### src/rtl/uart_pkg.sv
// rtl/uart_pkg.sv - shared types and constants for the 8N1 serial receive path
package uart_pkg;

   typedef enum logic [1:0] {
      IDLE  = 2'd0,
      START = 2'd1,
      DATA  = 2'd2,
      STOP  = 2'd3
   } uart_state_e;

   localparam int unsigned CLKS_PER_BIT_DEF = 16;
   localparam int unsigned DATA_W           = 8;

endpackage

### src/rtl/uart_sync2.sv
// rtl/uart_sync2.sv - two-flop synchronizer with a parameterised reset value
module uart_sync2 #(
   parameter logic RESET_VAL = 1'b1
) (
   input  logic clk_i,
   input  logic rst_ni,
   input  logic d_i,
   output logic q_o
);

   logic [1:0] sync_q;

   always_ff @(posedge clk_i or negedge rst_ni) begin
      if (!rst_ni) begin
         sync_q <= {2{RESET_VAL}};
      end else begin
         sync_q <= {sync_q[0], d_i};
      end
   end

   assign q_o = sync_q[1];

endmodule

### src/rtl/uart_tx.sv
// rtl/uart_tx.sv - 8N1 receive deserializer with bit-centre sampling and tick strobe
// Define UART_TX_SYNC_EN to place a two-flop synchronizer on rxd (adds 2 cycles of latency).
module uart_tx
   import uart_pkg::*;
#(
   parameter int unsigned CLKS_PER_BIT = CLKS_PER_BIT_DEF
) (
   input  logic              clk,
   input  logic              rst,
   input  logic              rxd,
   output logic [DATA_W-1:0] data_out,
   output logic              rx_done,
   output logic              tick
);

   localparam int unsigned CNT_W = $clog2(CLKS_PER_BIT);
   localparam logic [CNT_W-1:0] CNT_HALF = CNT_W'(CLKS_PER_BIT / 2 - 1);
   localparam logic [CNT_W-1:0] CNT_LAST = CNT_W'(CLKS_PER_BIT - 1);
   localparam logic [CNT_W-1:0] CNT_ONE  = CNT_W'(1);

   logic rxd_s;

`ifdef UART_TX_SYNC_EN
   uart_sync2 #(
      .RESET_VAL (1'b1)
   ) u_sync (
      .clk_i  (clk),
      .rst_ni (rst),
      .d_i    (rxd),
      .q_o    (rxd_s)
   );
`else
   assign rxd_s = rxd;
`endif

   uart_state_e       state_q;
   logic [CNT_W-1:0]  cnt_q;
   logic [2:0]        bit_idx_q;
   logic [DATA_W-1:0] shift_q;
   logic [DATA_W-1:0] data_q;
   logic              rx_done_q;
   logic              tick_q;

   always_ff @(posedge clk or negedge rst) begin
      if (!rst) begin
         state_q   <= IDLE;
         cnt_q     <= '0;
         bit_idx_q <= '0;
         shift_q   <= '0;
         data_q    <= '0;
         rx_done_q <= 1'b0;
         tick_q    <= 1'b0;
      end else begin
         tick_q    <= 1'b0;
         rx_done_q <= 1'b0;
         case (state_q)
            IDLE: begin
               cnt_q <= '0;
               if (!rxd_s) begin
                  state_q <= START;
               end
            end
            START: begin
               if (cnt_q == CNT_HALF) begin
                  cnt_q <= '0;
                  // A line that is high again at the start-bit centre was only a glitch.
                  if (!rxd_s) begin
                     tick_q    <= 1'b1;
                     bit_idx_q <= '0;
                     state_q   <= DATA;
                  end else begin
                     state_q <= IDLE;
                  end
               end else begin
                  cnt_q <= cnt_q + CNT_ONE;
               end
            end
            DATA: begin
               if (cnt_q == CNT_LAST) begin
                  cnt_q              <= '0;
                  tick_q             <= 1'b1;
                  shift_q[bit_idx_q] <= rxd_s;
                  if (bit_idx_q == 3'd7) begin
                     state_q <= STOP;
                  end else begin
                     bit_idx_q <= bit_idx_q + 3'd1;
                  end
               end else begin
                  cnt_q <= cnt_q + CNT_ONE;
               end
            end
            STOP: begin
               if (cnt_q == CNT_LAST) begin
                  cnt_q   <= '0;
                  tick_q  <= 1'b1;
                  state_q <= IDLE;
                  if (rxd_s) begin
                     data_q    <= shift_q;
                     rx_done_q <= 1'b1;
                  end
               end else begin
                  cnt_q <= cnt_q + CNT_ONE;
               end
            end
            default: begin
               state_q <= IDLE;
            end
         endcase
      end
   end

   assign data_out = data_q;
   assign rx_done  = rx_done_q;
   assign tick     = tick_q;

endmodule

### config.mk
export PLATFORM = sky130hd
export DESIGN_NAME = uart_tx
export DESIGN_NICKNAME = d
export VERILOG_FILES = /design/src/rtl/uart_pkg.sv /design/src/rtl/uart_sync2.sv /design/src/rtl/uart_tx.sv
export SDC_FILE = /design/constraint.sdc
export NUM_CORES = 1
export LEC_CHECK = 0
export CORE_ASPECT_RATIO = 1.5
export CORE_MARGIN = 2
export CORE_UTILIZATION = 37
export DETAILED_ROUTE_END_ITERATION = 10
export GPL_ROUTABILITY_DRIVEN = 0
export PLACE_DENSITY_LB_ADDON = 0.12
export SYNTH_ARGS = -nofsm -noshare
export SYNTH_HDL_FRONTEND = slang
export SYNTH_SLANG_ARGS = --single-unit
### constraint.sdc
create_clock -name clk -period 3.25 [get_ports clk]
set_clock_uncertainty 0.1 [all_clocks]
set_input_delay 0.975 -clock clk [delete_from_list [all_inputs] [get_ports clk]]
set_output_delay 0.975 -clock clk [all_outputs]
set_load 0.02 [all_outputs]
==> results of run 1 <==
-- critical path, delay by kind of cell --
kind                   cells  cell delay (ps)
buffers and inverters      1              610
muxes                      1              370
and+or+nand+nor            2              460
-- cell type report --
cell class                 instances  area [µm²]
fill                             295        1750
tap                               40        50.0
sequential                        27         676
clock buffer                       3        41.3
timing repair buffer              13         128
multi-input combinational         65         518
clock inverter                     1        7.51
inverter                           6        22.5
-- cells by family (layout without fill, tap and decap cells) --
kind of cell	after synthesis	count (layout)
buffers and inverters	11	23
xor gates and xnor gates	1	1
muxes	14	14
DFF	27	27
and+or+nand+nor	26	26
AOI/OAI and AO/OA	21	21
adders and majority gates	3	3
-- how the worst max path moves through the flow --
stage               startpoint      endpoint  slack [ps]  cells after the start
floorplan                  rxd  bit_idx_q[2]        1240                      3
global placement           rxd  bit_idx_q[2]         600                      4
detailed placement         rxd   data_out[3]         570                      4
CTS                        rxd   data_out[3]         880                      4
global route               rxd   data_out[7]         780                      4
finish                     rxd   data_out[3]         880                      4
-- Yosys cell counts --
cell type  number  share of area, %
dfrtp_1        27                54
xnor2_1         1              0.71
nor4_1          2               1.0
ha_1            3               3.0
o22ai_1         1              0.50
a311oi_1        1              0.71
a21oi_1         3               1.2
inv_1           6               1.8
a31oi_1         3               1.5
nand3_1         1              0.40
mux2i_1         2               1.6
or2_2           2               1.0
o2bb2ai_1       1              0.71
and2_1          1              0.50
buf_2           5               2.0
o31ai_1         4               2.4
nand4bb_1       1              0.91
nor3_1          4               1.6
a221o_1         1              0.81
nand4_1         2               1.0
nand2b_1        2               1.0
nand3b_1        1              0.61
a22o_1          1              0.71
o22ai_2         1               1.0
mux2_2         12                11
or4b_4          1               1.1
nand4b_1        3               2.1
nor2_1          2              0.61
nor2_4          1              0.91
nor2b_1         1              0.50
nand2_1         2              0.61
o21ai_0         5               2.0
-- layer usage --
layer	share of wire, %	vias up	track usage (%)
met3	2.6	5	1.98
met2	50	15	23.4
met4	2.5	0	8.48
met5	0	-	0
li1	-	404	-
met1	45	419	17.4
-- state kept, by name, indices dropped and copies added (netlist names), named ones only --
name,flops
bit_idx_q,3
cnt_q,4
data_out,8
rx_done,1
shift_q,8
state_q,1
tick,1
-- metrics by stage --
stage,cell area [µm²],hold WS [ps]
after detailed placement,1390,396
after global placement,1390,385
after global routing,1440,439
final,1440,404
after floorplan,1240,363
after CTS,1440,410
-- power by group --
group | switching (mW) | internal [mW] | leakage (nW)
Combinational | 0.139 | 0.162 | 0.236
Clock | 0.109 | 0.0872 | 0.0217
Sequential | 0.127 | 0.410 | 0.334
-- layout by cell type (no fill, tap or decap) --
cell type        Yosys  routed
dfrtp_1             27      27
mux2_2              12      12
clkdlybuf4s50_1      0      12
inv_1                6       6
o21ai_0              5       5
nor3_1               4       4
o31ai_1              4       4
a31oi_1              3       3
a21oi_1              3       3
nand4b_1             3       3
ha_1                 3       3
clkbuf_8             0       3
nand2b_1             2       2
nor2_1               2       2
nand2_1              2       2
or2_2                2       2
nand4_1              2       2
mux2i_1              2       2
nor4_1               2       2
a22o_1               1       1
a311oi_1             1       1
xnor2_1              1       1
or4b_4               1       1
nor2_4               1       1
nor2b_1              1       1
o22ai_2              1       1
and2_1               1       1
o2bb2ai_1            1       1
a221o_1              1       1
o22ai_1              1       1
nand4bb_1            1       1
nand3b_1             1       1
nand3_1              1       1
clkinvlp_4           0       1
buf_4                0       1
==> impl_metrics.csv, run 1 <==
group,metric,value,unit
setup_path,cp.required,3320,ps
detailed_routing,routedWlPerCell,14.4,µm
setup_path,cpPeakStageDelay,610,ps
timing,tns,0,ps
synth,syn-instance-count,103,
timing,worstMarginPinSlew,464,ps
setup_path,path_class,"in2reg",
floorplanning,initial_core_util,38.9,%
synth,synth_warnings,0,
cts,post_cts_resized,0,
timing,finalHoldViolCount,0,
detailed_routing,antenna_left,0,
timing,finalCritPeriodShare,72.8,%
floorplanning,die_y,74.9,µm
setup_path,rr_startpoint,"cnt_q[0]",
detailed_routing,wl,2240,µm
cts,htreeDepth,1,
hold_path,min_from,"cnt_q[0]",
detailed_routing,vias_per_cell,5.44,
floorplanning,io_pins,13,
outcome,status,"completed",
placement,dp_cells,151,
synth,synth_mux_area_share,12.5,%
timing,fin_ws,885,ps
timing,setup_viol,0,
cts,post-cts-setup-buffers,0,
synth,synth_fa_ha_area_share,3.02,%
setup_path,start_kind,"input pin",
global_route,track_usage,14.1,%
synth,synth_top_family_by_area,"simple AND/OR/NAND/NOR gates",
hold_path,hold_depth,1,
synth,synthSimpleGateAreaFrac,13.9,%
power_and_ir_drop,power,1.03,mW
detailed_routing,vias,843,
global_route,grt_pass1_wl,3950,µm
timing,period_needed,2370,ps
cells_and_area,drive_above_1_share,19.1,%
cells_and_area,layout.cells.non_filler,155,
synth,yosysSeqAreaShare,54.4,%
hold_path,holdPathEnd,"cnt_q[0]",
setup_path,cp_max_fo,9,
power_and_ir_drop,power.density,717,nW/µm²
synth,synth-compound-area-share,11.6,%
placement,dpl_worst_slack,575,ps
setup_path,rr_endpoint,"shift_q[0]",
setup_path,critPathSlowestCell,"clkdlybuf4s50_1",
synth,ys_seq_elements,27,
detailed_routing,first_pass_iters,4,
synth,mappedNetlistArea,1240,µm²
cts,cts_tree,"built",
placement,dp_hpwl,1610,µm
hold_path,hp-class,"reg2reg",
cells_and_area,utilization,45.2,%
global_route,grt_max_degree,28,
cts,clk_latency,270,ps
timing,rsz0062_at_grt,"no",
setup_path,cp_data_arrival_time,2430,ps
placement,io_buffers,12,
floorplanning,die_area,3840,µm²
cts,cts_made_buffers,3,
detailed_routing,drt_iter0_markers,11,
timing,slew_viol_final,0,
global_route,grt-ovfl-total,0,
cells_and_area,insertedDiodeCount,0,
global_route,antenna_found_initial,0,
cells_and_area,area_growth,16.2,%
power_and_ir_drop,irDropWorstVdd,0.318,mV
setup_path,end_kind,"flip-flop",
setup_path,rr_worst_depth,4,
synth,syn_nets,109,
synth,avgSynthCellArea,12.1,µm²
timing,fmax,0.423,GHz
cts,cts_buffer_depth,2,
cts,clk_pin_slew_worst_paths,90,ps
timing,slew_headroom,69.1,%
cells_and_area,nets,122,
global_route,grt_pass1_vias,845,
power_and_ir_drop,p_leak,0.592,nW
cts,clock-sinks,27,
floorplanning,core.rowCount,25,
run,drv_cap,0,
setup_path,reg2reg_slack,1380,ps
synth,synthXorXnorAreaFrac,0.706,%
cts,hold_buffers,0,
floorplanning,die_w,51.3,µm
setup_path,path_cells,"clkdlybuf4s50_1 -> nand4_1 -> nor2_4 -> mux2_2",
floorplanning,core-area,3190,µm²
cts,root_buffer,"clkbuf_8",
synth,yosysUniqueCellTypes,32,
detailed_routing,drc,0,
No activity file was read; power rests on OpenSTA's default activity.
==> run 2: changes to the inputs <==
==> constraint.sdc (replaced) <==
create_clock -name clk -period 2.1 [get_ports clk]
set_clock_uncertainty 0.1 [all_clocks]
set_input_delay 0.63 -clock clk [delete_from_list [all_inputs] [get_ports clk]]
set_output_delay 0.63 -clock clk [all_outputs]
set_load 0.02 [all_outputs]
==> run 2 against run 1 <==
  * First-iteration DRC count up 64%
  * Wire length up 5.0%
  * Non-clock buffer count up 5
  * Final area up 2.6%
  * Register-to-register slack worse by 1000 ps
  * Critical endpoint is now data_out[0]
  * Critical path depth down 3
  * Largest power group unchanged
  * Sequential power up 48%
  * Via count up 2.6%
==> impl_metrics.csv, run 2 (synthesized netlist as in run 1, its figures left out) <==
group,metric,value,unit
outcome,status,"completed",
timing,finalHoldViolCount,0,
setup_path,path_cells,"clkdlybuf4s50_1",
cts,hold_buffers,0,
floorplanning,die_area,3840,µm²
cts,clk_latency,270,ps
floorplanning,core-area,3190,µm²
power_and_ir_drop,p_leak,0.615,nW
cts,post_cts_resized,0,
global_route,track_usage,14.4,%
detailed_routing,drt_iter0_markers,18,
floorplanning,die_w,51.3,µm
cts,post-cts-setup-buffers,0,
cts,cts_tree,"built",
setup_path,reg2reg_slack,360,ps
setup_path,end_kind,"output pin",
detailed_routing,vias_per_cell,5.41,
cells_and_area,final_cell_mix,"dfrtp_1, mux2_2, clkdlybuf4s50_1",
placement,dp_cells,156,
hold_path,hp-class,"reg2reg",
timing,slew_viol_final,0,
cts,htreeDepth,1,
detailed_routing,vias,865,
run,drv_cap,0,
placement,dp_hpwl,1650,µm
timing,worstMarginPinSlew,415,ps
placement,io_buffers,12,
global_route,grt_pass1_vias,863,
global_route,grt_pass1_wl,4070,µm
setup_path,cp.required,1370,ps
cts,cts_buffer_depth,2,
floorplanning,io_pins,13,
global_route,grt_max_degree,28,
setup_path,path_buf_inv,1,
cells_and_area,area_growth,19.3,%
setup_path,cp_max_fo,2,
setup_path,path_class,"reg2out",
detailed_routing,wl,2350,µm
cells_and_area,insertedDiodeCount,0,
cells_and_area,layout.cells.non_filler,160,
cells_and_area,drive_above_1_share,22.5,%
cells_and_area,nets,127,
detailed_routing,drc,0,
cts,clock-sinks,27,
global_route,antenna_found_initial,0,
cells_and_area,layout_commonest_cell,"dfrtp_1",
cts,cts_made_buffers,3,
floorplanning,initial_core_util,38.9,%
timing,slew_headroom,72.3,%
cells_and_area,utilization,46.4,%
power_and_ir_drop,power.density,1110,nW/µm²
timing,setup_viol,0,
cts,root_buffer,"clkbuf_8",
timing,rsz0062_at_grt,"no",
power_and_ir_drop,irDropWorstVdd,0.560,mV
timing,fmax,0.507,GHz
global_route,grt-ovfl-total,0,
cts,clk_pin_slew_worst_paths,100,ps
setup_path,cp_data_arrival_time,1240,ps
floorplanning,core.rowCount,25,
timing,period_needed,1970,ps
detailed_routing,antenna_left,0,
detailed_routing,routedWlPerCell,14.7,µm
setup_path,start_kind,"flip-flop",
detailed_routing,first_pass_iters,4,
setup_path,cpPeakStageDelay,610,ps
setup_path,crit_family,"buffers and inverters",
floorplanning,die_y,74.9,µm
timing,finalCritPeriodShare,93.9,%
setup_path,critPathSlowestCell,"clkdlybuf4s50_1",
-- run 2: cell count changes in the layout (fill, tap and decap cells not counted) --
cell | before | now
buf_4 | 1 | 6
-- run 2: metal layers --
layer	wire length [µm]	global-route usage (%)	vias up
met1	1060	17.6	423
li1	-	-	418
met4	52	8.77	0
met3	71	2.38	4
met2	1170	23.8	20
met5	0	0	-
-- run 2: metrics by stage --
stage	hold WS (ps)	setup WS, ps	power (mW)	cell area (µm²)	TNS, ps
after floorplan	234	437	1.16	1240	0
after global placement	383	-97.9	1.34	1430	-692
after detailed placement	392	-108	1.36	1430	-1030
after CTS	416	113	1.67	1480	0
after global routing	435	68.7	1.78	1480	0
final	410	128	1.65	1480	0
-- run 2: path summary, 6_finish.rpt --
path,start,end,cells after the start
setup / recovery,data_out[0],data_out[0],1
hold / removal,shift_q[0],data_out[0],1
setup reg to reg,cnt_q[3],bit_idx_q[2],3
hold reg to reg,shift_q[0],data_out[0],1
max in group asynchronous,rst,data_out[7],2
min in group asynchronous,rst,bit_idx_q[1],2
-- run 2: area by class of cell --
type / instances / area [µm²]
Clock buffer: 3 / 41.3
Clock inverter: 1 / 7.51
Fill cell: 318 / 1710
Inverter: 6 / 22.5
Multi-Input combinational cell: 65 / 518
Sequential cell: 27 / 676
Tap cell: 40 / 50.0
Timing Repair Buffer: 18 / 165
-- run 2: power breakdown --
group	leakage (nW)	internal [mW]	switching, mW
clock network	0.0217	0.135	0.165
registers	0.334	0.635	0.161
logic	0.260	0.286	0.264
==> run 3: changes to the inputs <==
--- a/config.mk
+++ b/config.mk
@@ -6,11 +6,11 @@
 export NUM_CORES = 1
 export LEC_CHECK = 0
 export CORE_ASPECT_RATIO = 1.5
-export CORE_MARGIN = 2
-export CORE_UTILIZATION = 37
+export CORE_UTILIZATION = 49
 export DETAILED_ROUTE_END_ITERATION = 10
 export GPL_ROUTABILITY_DRIVEN = 0
 export PLACE_DENSITY_LB_ADDON = 0.12
+export SLEW_MARGIN = 30
 export SYNTH_ARGS = -nofsm -noshare
 export SYNTH_HDL_FRONTEND = slang
 export SYNTH_SLANG_ARGS = --single-unit
==> run 3 against run 2 <==
  * Sequential power rose by 2%
  * Critical path depth did not move
  * Utilization grew 13 points
==> impl_metrics.csv, run 3 (synthesized netlist as in run 1, its figures left out) <==
group,metric,value,unit
outcome,status,"completed",
setup_path,critPathSlowestCell,"clkdlybuf4s50_1",
cells_and_area,layout_commonest_cell,"dfrtp_1",
power_and_ir_drop,p_leak,0.604,nW
setup_path,cp.required,1370,ps
floorplanning,core-area,2420,µm²
cells_and_area,fillers,227,
placement,placed_area,1400,µm²
global_route,grt_pass1_vias,873,
cts,post_cts_resized,0,
cells_and_area,fin_area,1430,µm²
power_and_ir_drop,irDropWorstVdd,0.676,mV
power_and_ir_drop,p_int,0.981,mW
cts,cts_buffer_depth,2,
cts,clk_pin_slew_worst_paths,140,ps
global_route,antenna_found_initial,0,
cells_and_area,insertedDiodeCount,0,
power_and_ir_drop,p_sw_share,36.3,%
detailed_routing,vias_per_cell,6.10,
power_and_ir_drop,power.share.clock,13.9,%
timing,slew_viol_final,0,
global_route,grt_pass1_wl,3970,µm
power_and_ir_drop,power.density,1080,nW/µm²
cells_and_area,drive_above_1_share,21.0,%
power_and_ir_drop,p_sw,0.558,mW
setup_path,cpPeakStageDelay,610,ps
global_route,grt-ovfl-total,0,
floorplanning,core.rowCount,22,
cts,post-cts-setup-buffers,0,
cts,hold_buffers,0,
cells_and_area,area_growth,15.2,%
timing,fmax,0.494,GHz
run,drv_cap,0,
power_and_ir_drop,power,1.54,mW
floorplanning,die_y,63.6,µm
timing,rsz0062_at_grt,"no",
timing,setup_viol,0,
power_and_ir_drop,comb_power_share,33.4,%
cells_and_area,final_cell_mix,"dfrtp_1, mux2_2, clkdlybuf4s50_1",
detailed_routing,drc,0,
detailed_routing,routedWlPerCell,15.2,µm
detailed_routing,drt_iter0_markers,25,
setup_path,end_kind,"output pin",
timing,finalHoldViolCount,0,
cts,clock-sinks,27,
cts,cts_tree,"built",
timing,slew_headroom,75.8,%
floorplanning,io_pins,13,
setup_path,path_cells,"clkdlybuf4s50_1",
floorplanning,die_area,2740,µm²
timing,worstMarginPinSlew,363,ps
hold_path,hp-class,"reg2reg",
setup_path,cp_data_arrival_time,1290,ps
timing,tns,0,ps
setup_path,crit_family,"buffers and inverters",
setup_path,path_buf_inv,1,
global_route,grt_max_degree,28,
timing,finalCritPeriodShare,96.4,%
detailed_routing,first_pass_iters,4,
power_and_ir_drop,pwr-share-seq,52.7,%
cts,htreeDepth,1,
setup_path,path_class,"reg2out",
cells_and_area,nets,126,
detailed_routing,vias,872,
cts,clk_latency,310,ps
detailed_routing,wl,2180,µm
detailed_routing,antenna_left,0,
floorplanning,initial_core_util,51.2,%
global_route,track_usage,18.9,%
timing,period_needed,2020,ps
cts,root_buffer,"clkbuf_4",
setup_path,cp_max_fo,2,
placement,io_buffers,12,
setup_path,start_kind,"flip-flop",
floorplanning,die_w,43.1,µm
cts,cts_made_buffers,3,
placement,dp_hpwl,1590,µm
==> run 3: per-layer routing <==
metal / track usage (%) / share of wire, % / up-vias
li1: - / - / 411
met1: 24.8 / 43 / 426
met2: 31.2 / 50 / 31
met3: 2.01 / 5.5 / 4
met4: 7.95 / 1.9 / 0
met5: 0 / 0 / -
==> run 3: layout make-up <==
type	count	area, µm²	area share, %
clock buffers	4	26.3	1.84
inverters	6	22.5	1.57
multi-input cells	65	518	36.2
flip-flops and latches	27	676	47.2
well taps	24	30.0	2.10
repair buffers	17	158	11.0
==> run 3: path summary, 6_finish.rpt <==
path	end	startpoint	depth (start not counted)	slack (ps)
min in group asynchronous	tick	rst	2	570
hold reg to reg	cnt_q[0]	cnt_q[0]	1	410
setup reg to reg	shift_q[1]	cnt_q[0]	4	190
setup / recovery	data_out[1]	data_out[1]	1	80
max in group asynchronous	asynchronous set/reset pin	rst	2	1080
hold / removal	cnt_q[0]	cnt_q[0]	1	410
==> run 3: power by group through the flow <==
stage / Sequential, mW / Combinational, mW / Clock [mW]
6_report: 0.811 / 0.514 / 0.214
5_1_grt: 0.831 / 0.574 / 0.246
4_1_cts: 0.808 / 0.521 / 0.227
3_5_place_dp: 0.818 / 0.518 / 0
3_3_place_gp: 0.813 / 0.503 / 0
2_1_floorplan: 0.768 / 0.394 / 0
==> run 3: through the flow <==
stage,utilization (%),hold slack [ps],cells,setup slack [ps]
detailed placement,58.0,393,139,-111
CTS,59.0,417,143,65.5
finish,59.0,412,143,75.8
global placement,58.0,384,139,-75.1
global route,59.0,438,143,6.11
floorplan,-,234,103,437
==> run 3: worst reg2reg max path, stage by stage, from the launching register on <==
cell and delay [ps]:
dfrtp_1 410, ha_1 340, nand4b_1 280, nor4_1 290
mux2_2 380
